File: src/rtl/clk_gen_sequencer.sv
// Configuration sequencer driving the two-phase clock generator's go/datain load protocol.
// Optional mid-run reload (accept a new config while running) is enabled by CLK_GEN_SEQ_RELOAD_EN.
module clk_gen_sequencer #(
    parameter int unsigned RUN_W      = 8,
    parameter int          GAP_CYCLES = 2
) (
    input  logic             clk_i,
    input  logic             rst_i,
    input  logic             cfg_valid_i,
    output logic             cfg_ready_o,
    input  logic [2:0]       cfg_duty_i,
    input  logic [2:0]       cfg_phase_i,
    input  logic [RUN_W-1:0] cfg_cycles_i,
    input  logic             stop_i,
    output logic             go_o,
    output logic [2:0]       datain_o,
    output logic             busy_o,
    output logic             done_o
);

    localparam int GapEff = (GAP_CYCLES < 1) ? 1 : ((GAP_CYCLES > 15) ? 15 : GAP_CYCLES);
    localparam logic [3:0] GapLast = 4'(GapEff - 1);
    localparam logic [RUN_W-1:0] RunMax = '1;

    typedef enum logic [2:0] {StIdle, StLoadDuty, StLoadPhase, StRun, StGap} state_e;

    state_e           state_q;
    logic             go_q, busy_q, done_q;
    logic [2:0]       datain_q, phase_q;
    logic [RUN_W-1:0] cycles_q, run_cnt_q;
    logic [3:0]       gap_cnt_q;
    logic             accept, run_last, to_gap;

`ifdef CLK_GEN_SEQ_RELOAD_EN
    logic             pend_q;
    logic [2:0]       pend_duty_q, pend_phase_q;
    logic [RUN_W-1:0] pend_cycles_q;

    assign cfg_ready_o = ((state_q == StIdle) || ((state_q == StRun) && !pend_q)) && !stop_i;
`else
    assign cfg_ready_o = (state_q == StIdle) && !stop_i;
`endif

    assign accept   = cfg_valid_i && cfg_ready_o;
    assign run_last = (cycles_q != '0) && (run_cnt_q == cycles_q - RUN_W'(1));
    // Any loading/running state aborts to GAP on stop; RUN also ends on count or reload accept.
    assign to_gap   = ((state_q == StLoadDuty || state_q == StLoadPhase) && stop_i)
                   || ((state_q == StRun) && (stop_i || run_last || accept));

    always_ff @(posedge clk_i or posedge rst_i) begin
        if (rst_i) begin
            state_q   <= StIdle;
            go_q      <= 1'b0;
            datain_q  <= 3'd0;
            busy_q    <= 1'b0;
            done_q    <= 1'b0;
            phase_q   <= 3'd0;
            cycles_q  <= '0;
            run_cnt_q <= '0;
            gap_cnt_q <= 4'd0;
`ifdef CLK_GEN_SEQ_RELOAD_EN
            pend_q        <= 1'b0;
            pend_duty_q   <= 3'd0;
            pend_phase_q  <= 3'd0;
            pend_cycles_q <= '0;
`endif
        end else begin
            done_q <= 1'b0;
            if (to_gap) begin
                state_q   <= StGap;
                go_q      <= 1'b0;
                datain_q  <= 3'd0;
                gap_cnt_q <= 4'd0;
`ifdef CLK_GEN_SEQ_RELOAD_EN
                if (accept) begin
                    pend_q        <= 1'b1;
                    pend_duty_q   <= cfg_duty_i;
                    pend_phase_q  <= cfg_phase_i;
                    pend_cycles_q <= cfg_cycles_i;
                end
`endif
            end else begin
                case (state_q)
                    StIdle: begin
                        if (accept) begin
                            state_q  <= StLoadDuty;
                            go_q     <= 1'b1;
                            datain_q <= cfg_duty_i;
                            busy_q   <= 1'b1;
                            phase_q  <= cfg_phase_i;
                            cycles_q <= cfg_cycles_i;
                        end
                    end
                    StLoadDuty: begin
                        state_q  <= StLoadPhase;
                        datain_q <= phase_q;
                    end
                    StLoadPhase: begin
                        state_q   <= StRun;
                        run_cnt_q <= '0;
                    end
                    StRun: begin
                        // Saturate so a continuous run never wraps.
                        if (run_cnt_q != RunMax) run_cnt_q <= run_cnt_q + RUN_W'(1);
                    end
                    StGap: begin
`ifdef CLK_GEN_SEQ_RELOAD_EN
                        if (stop_i) pend_q <= 1'b0;
                        if (gap_cnt_q == GapLast && pend_q && !stop_i) begin
                            state_q  <= StLoadDuty;
                            go_q     <= 1'b1;
                            datain_q <= pend_duty_q;
                            phase_q  <= pend_phase_q;
                            cycles_q <= pend_cycles_q;
                            pend_q   <= 1'b0;
                        end else
`endif
                        if (gap_cnt_q == GapLast) begin
                            state_q <= StIdle;
                            busy_q  <= 1'b0;
                            done_q  <= 1'b1;
                        end else begin
                            gap_cnt_q <= gap_cnt_q + 4'd1;
                        end
                    end
                    default: state_q <= StIdle;
                endcase
            end
        end
    end

    assign go_o     = go_q;
    assign datain_o = datain_q;
    assign busy_o   = busy_q;
    assign done_o   = done_q;

endmodule

File: config.mk
export PLATFORM = sky130hd
export DESIGN_NAME = clk_gen_sequencer
export DESIGN_NICKNAME = d
export VERILOG_FILES = /design/src/rtl/clk_gen_sequencer.sv
export SDC_FILE = /design/constraint.sdc
export NUM_CORES = 1
export LEC_CHECK = 0
export CAP_MARGIN = 0
export CORE_ASPECT_RATIO = 0.7
export CORE_MARGIN = 4
export CORE_UTILIZATION = 55
export CTS_CLUSTER_DIAMETER = 150
export DETAILED_ROUTE_END_ITERATION = 16
export GPL_TIMING_DRIVEN = 0
export PLACE_DENSITY = 0.81
export SLEW_MARGIN = 20
export SYNTH_ARGS = -nofsm -noshare
export SYNTH_HDL_FRONTEND = slang
export SYNTH_SLANG_ARGS = --single-unit
export TNS_END_PERCENT = 5
File: constraint.sdc
create_clock -name clk_i -period 4 [get_ports clk_i]
set_input_delay 0.8 -clock clk_i [delete_from_list [all_inputs] [get_ports clk_i]]
set_output_delay 0.8 -clock clk_i [all_outputs]
set_load 0.03 [all_outputs]
# Yosys cells after proc, flatten, opt, wreduce, memory -nomap -nowiden
# Index checks and enable logic that the tools add are counted.
[word_totals]
ff_bits = 32
latchBits = 0
ramBits = 0
mem_bits_ro = 0
inputBits = 18
out_inout_bits = 7
wordCells = 72
n_memories = 0
[op_classes]
n_addsub = 3
multipliers = 0
div_mod_pow = 0
magnitude_cmp = 0
eq_ne = 14
shift = 0
muxes = 20
bitwise_logic = 1
n_reduce_logical = 25
[op_table]
columns = ["operator", "count"]
rows = [
  ["8-bit one-hot mux with 2 select lines", 1],
  ["3-bit 2-to-1 mux", 5],
  ["3-bit one-hot mux with 5 select lines", 1],
  ["4-bit 2-to-1 mux", 3],
  ["2-bit nonzero test", 5],
  ["3-bit AND reduction", 3],
  ["8-bit by 1-bit adder with 8-bit output, second input constant", 1],
  ["8-bit == test", 1],
  ["8-bit 2-to-1 mux", 1],
  ["2-bit != test, second input constant", 4],
  ["8-bit != test, second input constant", 1],
  ["8-bit nonzero test", 1],
  ["8-bit by 1-bit subtractor with 8-bit output, second input constant", 1],
  ["1-bit 2-to-1 mux", 7],
  ["3-bit by 2-bit == test with 1-bit output, second input constant", 2],
  ["3-bit != test, second input constant", 2],
  ["3-bit one-hot mux with 2 select lines", 1],
  ["2-bit AND reduction", 3],
  ["1-bit logical AND", 5],
  ["4-bit by 1-bit adder with 4-bit output, second input constant", 1],
  ["4-bit by 1-bit == test with 1-bit output, second input constant", 1],
  ["1-bit logical OR", 4],
  ["4-bit AND reduction", 1],
  ["3-bit by 1-bit == test with 1-bit output, second input constant", 1],
  ["other kinds (7)", 7],
]

# Logic depth before layout (Yosys ltp)
[depth]
word_depth = 9
ltp_mapped = 10
ltp_nobuf = 8

# Worst setup path after synthesis
# No wires, ideal clock.
[synth_timing]
path_kind = "input -> register"
start = "input stop_i"
end = "register cycles_q[0]"
setup_ps = 125
t_arrival_ps = 2652
required_time_ps = 3875
path_slack_ps = 1224
path_stages = 4
n_path_buf = 1
cell_sequence = "nor4_1 -> nand2_1 -> clkbuf_1 -> mux2_2"
[synth_via]
elab_chain_cells = 8
elab_cells_between_ends = 10
classes_between = "1 x bitwise; 9 x reduce/logical"
[synth_rtl]
columns = ["item", "line", "text"]
rows = [
  ["from (decl)", "14", "input logic stop_i,"],
  ["1-bit logical NOT", "41", "assign cfg_ready_o = (state_q == StIdle) && !stop_i;"],
  ["1-bit logical AND", "41", ""],
  ["1-bit logical AND", "44", "assign accept = cfg_valid_i && cfg_ready_o;"],
  ["1-bit logical OR", "48", "|| ((state_q == StRun) && (stop_i || run_last || accept));"],
  ["1-bit logical AND", "48", ""],
  ["1-bit logical OR", "48", ""],
  ["1-bit NOT (no line)", "n/a", ""],
  ["3-bit AND reduction (no line) *", "n/a", ""],
  ["to (signal assigned)", "91", "cycles_q <= cfg_cycles_i;"],
  ["to (decl)", "30", "logic [RUN_W-1:0] cycles_q, run_cnt_q;"],
]
# Mark *: on every way between the ends. The rest lies on a longest branch, timed or not.
# A chain may end at the register's enable or synchronous reset.

# Worst setup path in the final report
[layout_timing]
start = "input stop_i"
end = "output cfg_ready_o"
[layout_via]
elab_chain_cells = 2
[layout_rtl]
columns = ["item", "line", "text"]
rows = [
  ["1-bit logical NOT", "41", ""],
  ["1-bit logical AND", "41", ""],
  ["to (decl)", "10", "output logic cfg_ready_o,"],
]
# No other way between the ends.

==> results by group <==
Outcome
  – Outcome: completed

Timing
  – Unrepaired setup endpoints after global routing: false
  – Setup TNS: 0 ns
  – Max frequency: 282.7 MHz
  – Slew Limit Fails: 0
  – Skew final: 0.004647 ns
  – Final Hold Fails: 0
  – Max-slew headroom: 0.4750
  – Tmin final: 3.537 ns
  – Worst slew pin tran: 0.7803 ns
  – Tcrit/Tclk final: 0.8843
  – Final setup violation count: 0

Synthesis
  – Synth area leader: dfrtp_1
  – Main flop type after synthesis: dfrtp_1
  – Seq cells post-synth: 32
  – Synth top area share: 0.4488
  – Top post-synthesis cells by area: dfrtp_1 45%, mux2_2 6.9%, xnor2_1 4.4%, nor2_1 3.8%, nand2_1 2.9%
  – Synthesized Nets: 201
  – Warnings from Yosys: 0
  – Sequential share of the synthesized area: 0.4488
  – Post-synth cell types: 43
  – Cell Area, Synth: 1784 sq um
  – Syn Area/Cell: roughly 10 sq um
  – Asr flop ratio synth: 1.000
  – Synth Instances: about 180
  – Post-synth EDFFs: 0

Global route
  – Largest net degree at the start of global routing: 33
  – Total GRT Usage: 0.1961
  – Initial antenna violation count: 0
  – Number of global-route vias before repair: roughly 1500
  – First-pass GRT wire length: between 6000 and 7000 um
  – Global route overflow: 0

Clock tree
  – CTS-repair resized insts: 0
  – Postcts setup bufs: 0
  – H-tree depth: 2
  – Clock tree from TritonCTS: built
  – CTS Buffer Depth: 2
  – Clock sink count: 32
  – Hold_buf cts: 0
  – CTS root buffer: clkbuf_8
  – Worst-path clk slew: 0.06 ns
  – Clk_lat worst skew: 0.29 ns
  – Total CTS buffers: 5

Worst setup path
  – Crit end category: output port
  – CP most frequent cell: clkdlybuf4s50_1
  – Critical Path Source Type: input pin
  – R2r worst-path depth: 8
  – Worst Path Buf+Inv: 2
  – Maximum fanout along the worst path: 5
  – Worst r2r src: run_cnt_q[0]
  – Worst path max stage delay: roughly 0.8 ns
  – Crit-path leading delay family: buffers and inverters
  – WP data arrival: 2.74 ns
  – Req. time, crit path: 3.20 ns
  – Slowest cell on crit path: clkdlybuf4s50_1
  – FF-to-FF setup slack: 1.48 ns
  – Worst r2r dst: run_cnt_q[2]
  – Worst path cell trace: clkdlybuf4s50_1 > nor4_1 > clkdlybuf4s50_1
  – Critical path origin: stop_i
  – WS Path Type: input pin to output port

Detailed routing
  – # DRC: 0
  – WL final: ~3800 um
  – Iteration count of the initial detailed-routing pass: 4
  – Routed via count: 1483
  – Routed len/inst: 15.53 um
  – Antenna viol nets, final: 0
  – Vias per cell: 6.004
  – Drt initial violations: 154

Placed design
  – Number of I/O port buffers: 24
  – DPL Wire Length: 2895 um
  – Inst Count DP: 239
  – RD Place Congestion: 0.8613

Hold path
  – Min-Delay Path Class: flip-flop to flip-flop
  – Min-delay src: go_o
  – Worst Hold Path EP: go_o
  – Worst hold stages: 2

Cells and area
  – Most common cell after layout, fill and taps aside: dfrtp_1
  – Synthesis-to-finish area growth: 22.02%
  – Diodes inserted: 0
  – Fill cells: 204
  – Multi-input logic area: 913.4 sq um
  – Final #Nets: 232
  – FF+latch area: ~800 sq um
  – Most frequent cells in the layout: 32 x dfrtp_1, 24 x clkdlybuf4s50_1, 18 x nor2_1, 14 x nand2_1, 11 x mux2_2
  – Non-Filler Instances: 247
  – Layout cells sized above 1: 0.1469

Die
  – Full die area: 4234 sq um
  – I/O Pins: 25
  – Die Wd: 76.08 um
  – Die Ht: about 56 um
  – Row cnt: 16
  – Initial core utilization: 0.6063
  – Area of the core: 2943 sq um

Pwr
  – Flop pwr share: 0.370
  – Combinational share of power: 0.443
  – Sw Share: 0.3968
  – Worst VDD drop: 0.4519 mV
  – Cell Int Power: 991.4 uW
  – Switching Power: 652.0 uW
  – Clk pwr share: 0.187
  – Total power divided by cell area: 754.9 nW/um^2
  – Pleak: 0.0009453 uW

Flow run
  – # Max-Cap Violations: 0
how the worst max path moves through the flow:
stage / endpoint / depth (start not counted) / slack, ns
3_3_place_gp: cfg_ready_o / 3 / 0.46
2_1_floorplan: cycles_q[0] / 4 / 1.22
6_report: cfg_ready_o / 3 / 0.46
5_1_grt: cfg_ready_o / 3 / 0.44
4_1_cts: cfg_ready_o / 3 / 0.50
3_5_place_dp: cfg_ready_o / 3 / 0.52
cell families after synthesis:
group                      count (synthesis)  share of synthesized area
AOI/OAI and AO/OA                         37                     0.1508
xor gates and xnor gates                  10                    0.04909
adders and majority gates                  4                    0.02805
buffers and inverters                     14                    0.03927
DFF                                       32                     0.4488
muxes                                     14                    0.08626
and+or+nand+nor                           68                     0.1977
per-layer routing:
metal  track usage  vias up  part of all wire
met2        0.2915       55              0.43
met3       0.05825       11             0.066
met4        0.1097        0             0.025
met5             0        -                 0
li1              -      700                 -
met1        0.2554      717              0.48
cells in the mapped netlist, types with 3 or more instances:
cell type,count
dfrtp_1,32
nor2_1,18
nand2_1,14
mux2_2,11
xnor2_1,9
inv_1,7
nand2b_1,7
a21oi_1,6
nor4_1,6
o21ai_0,6
a211oi_1,4
ha_1,4
o31ai_1,4
and3_1,3
clkbuf_1,3
mux2i_1,3
nand3_1,3
nand3b_1,3
nor3_1,3
power groups by stage:
stage	Clock (uW)	Sequential, uW	Combinational [uW]
floorplan	0	626	491
global placement	0	595	685
detailed placement	0	608	725
CTS	313	604	728
global route	326	621	804
finish	308	608	728
flip-flops by register name, summed over array words and instances, names as in the netlist:
name	count
busy_o	1
cycles_q	8
datain_o	3
done_o	1
gap_cnt_q	4
go_o	1
phase_q	3
run_cnt_q	8
state_q	3
final cells by class:
class | count | area share
flip-flops and latches | 32 | 0.3678
plain buffers | 7 | 0.02011
multi-input cells | 133 | 0.4195
well taps | 36 | 0.02069
clock inverters | 2 | 0.01609
repair buffers | 24 | 0.1103
clock buffers | 6 | 0.03333
inverters | 7 | 0.01207
worst register-to-register path, cell delays in order, from the launching register on:
cell and delay [ns]:
dfrtp_1 0.45, ha_1 0.25, and3_1 0.21, and3_1 0.21, a41o_1 0.29, nand2b_1 0.25, or2_2 0.30, buf_2 0.15
a211o_1 0.29
per-stage QoR:
step / power (uW) / setup slack (ns) / utilization / cell area (sq um) / hold WS [ns]
final: 1643 / 0.4629 / 0.7398 / 2177 / 0.5079
after global routing: 1752 / 0.4394 / 0.7398 / 2177 / 0.5457
after CTS: 1645 / 0.4993 / 0.7398 / 2177 / 0.5109
after detailed placement: 1334 / 0.5178 / 0.7032 / 2069 / 0.4959
after global placement: 1280 / 0.4628 / 0.7032 / 2069 / 0.4803
after floorplan: 1117 / 1.224 / - / 1784 / 0.4787
No activity file was read; power rests on OpenSTA's default activity.
==> patch, RTL diff (same settings) <==
Add a define of `CLK_GEN_SEQ_RELOAD_EN`.
--- a/src/rtl/clk_gen_sequencer.sv
+++ b/src/rtl/clk_gen_sequencer.sv
@@ -1,5 +1,7 @@
 // Configuration sequencer driving the two-phase clock generator's go/datain load protocol.
 // Optional mid-run reload (accept a new config while running) is enabled by CLK_GEN_SEQ_RELOAD_EN.
+`define CLK_GEN_SEQ_RELOAD_EN
+
 module clk_gen_sequencer #(
     parameter int unsigned RUN_W      = 8,
     parameter int          GAP_CYCLES = 2
Formal check against the unedited RTL: not equivalent (a bounded check fails within 4 cycles, from zero or initial values and one cycle with rst_i high).
==> patch against the original RTL <==
- sequential power increased by 44%
- cell area rose by 38%
- worst setup slack improved by 0.31 ns
- critical path depth is the same
- sequential share of layout area up 2.5 points
- sequential cell count is 15 higher
- count of clock-buffer cells in the layout is the same
- total power rose by 37%
- synthesized area rose by 42%
- routed wire length grew 42%
- core utilization decreased by 6.0 points
- critical path type unchanged
==> patch: results <==
metrics = {
    "route": {
        "wire_per_inst_um": 15.4,
        "routed_wl_um": 5440,
        "first_iter_violations": 127,
        "dr_total_vias": 2053,
    },
    "layout": {
        "fin_nets": 320,
        "seq_area_um2": 1180,
        "buffers": 39,
        "multiInputGateArea_um2": 1260,
        "nMultiInputCombCells": 197,
        "clkCellAreaFrac": 0.0443,
        "inverters": 8,
        "buffer_area_frac": 0.110,
        "final_layout_size_suffix_gt1_frac": 0.124,
        "fillCellCount": 360,
        "top_regs": "cycles_q x8, pend_cycles_q x8, run_cnt_q x8",
    },
    "logic_synthesis": {
        "ys_top_cells_by_area": "dfrtp_1 46%, mux2_2 6.2%, nand2_1 5.3%, nor2_1 3.9%, a31oi_1 3.2%",
        "yosys.area_share.adder": 0.0198,
        "yosysWarnings": 0,
        "synth_cell_types": 44,
        "synth_seq_cells": 47,
        "synth_xor_xnor_area_share": 0.0311,
        "synthMuxAreaShare": 0.0746,
        "synth_nets": 288,
        "avgSynthCellArea_um2": 9.53,
        "synth_compound_area_frac": 0.156,
        "ys_top_cells_by_count": "47 x dfrtp_1, 36 x nand2_1, 26 x nor2_1",
        "ys_seq_area_frac": 0.464,
    },
    "sta": {
        "skew_ns": 0.00609,
        "hold_violations": 0,
        "fin_hold_ws_ns": 0.485,
        "tightest_slew_ns": 0.578,
    },
    "grt": {
        "grt_max_degree": 30,
        "grt_pass1_vias": 1831,
        "antenna_found_initial": 0,
        "grt_pass1_wl_um": 8870,
        "grt_usage": 0.196,
    },
    "power": {
        "p_leak_nw": 1.26,
        "p_clk_frac": 0.183,
        "switching_share": 0.390,
        "ir_drop_uv": 428,
        "internal-power_mw": 1.37,
        "comb-power_mw": 0.963,
    },
    "critical_path": {
        "reg2reg_slack_ns": 1.35,
        "crit_path_max_fanout": 7,
        "r2r-end": "cycles_q[4]",
        "slowest_delay_ns": 0.73,
        "crit_slowest_cell": "clkdlybuf4s50_1",
        "rr_startpoint": "gap_cnt_q[1]",
        "arrival_ns": 2.42,
    },
    "place": {
        "dpl.hpwl_um": 4010,
        "dp.cells": 346,
        "gp_congestion": 0.834,
    },
    "clocking": {
        "clkTransAtPathRegs_ns": 0.08,
        "postCtsResizedCells": 0,
        "cts_buffer_depth": 2,
        "clk_latency_ns": 0.30,
    },
    "hold_path": {
        "min_from": "go_o",
        "whs_path_depth": 1,
    },
    "run_status": {
        "outcome": "finished, final reports clean",
    },
}
## patch: cell count changes in the layout (fill, tap and decap cells not counted), sizes merged, moves of 5 or more
cell / before / now
a21oi: 6 / 11
a31oi: 1 / 13
dfrtp: 32 / 47
nand2: 14 / 36
nand3b: 3 / 9
nor2: 18 / 26
o211ai: 0 / 7
o21ai: 7 / 12
o22a: 0 / 5
xnor2: 9 / 3
xor2: 1 / 6
## patch: per-layer routing
| metal | share of wire | global-route usage | vias to the layer above |
|---|---|---|---|
| met1 | 0.50 | 0.298 | 993 |
| met4 | 0.0050 | 0.0335 | 0 |
| met5 | 0 | 0 | - |
| li1 | - | - | 1010 |
| met2 | 0.45 | 0.292 | 46 |
| met3 | 0.048 | 0.0381 | 4 |
## patch: metrics by stage
stage               worst slack, ns  area (µm²)
floorplan                      1.30        2530
global placement              0.775        2840
detailed placement            0.782        2860
CTS                           0.780        3000
global route                  0.701        3000
finish                        0.776        3000
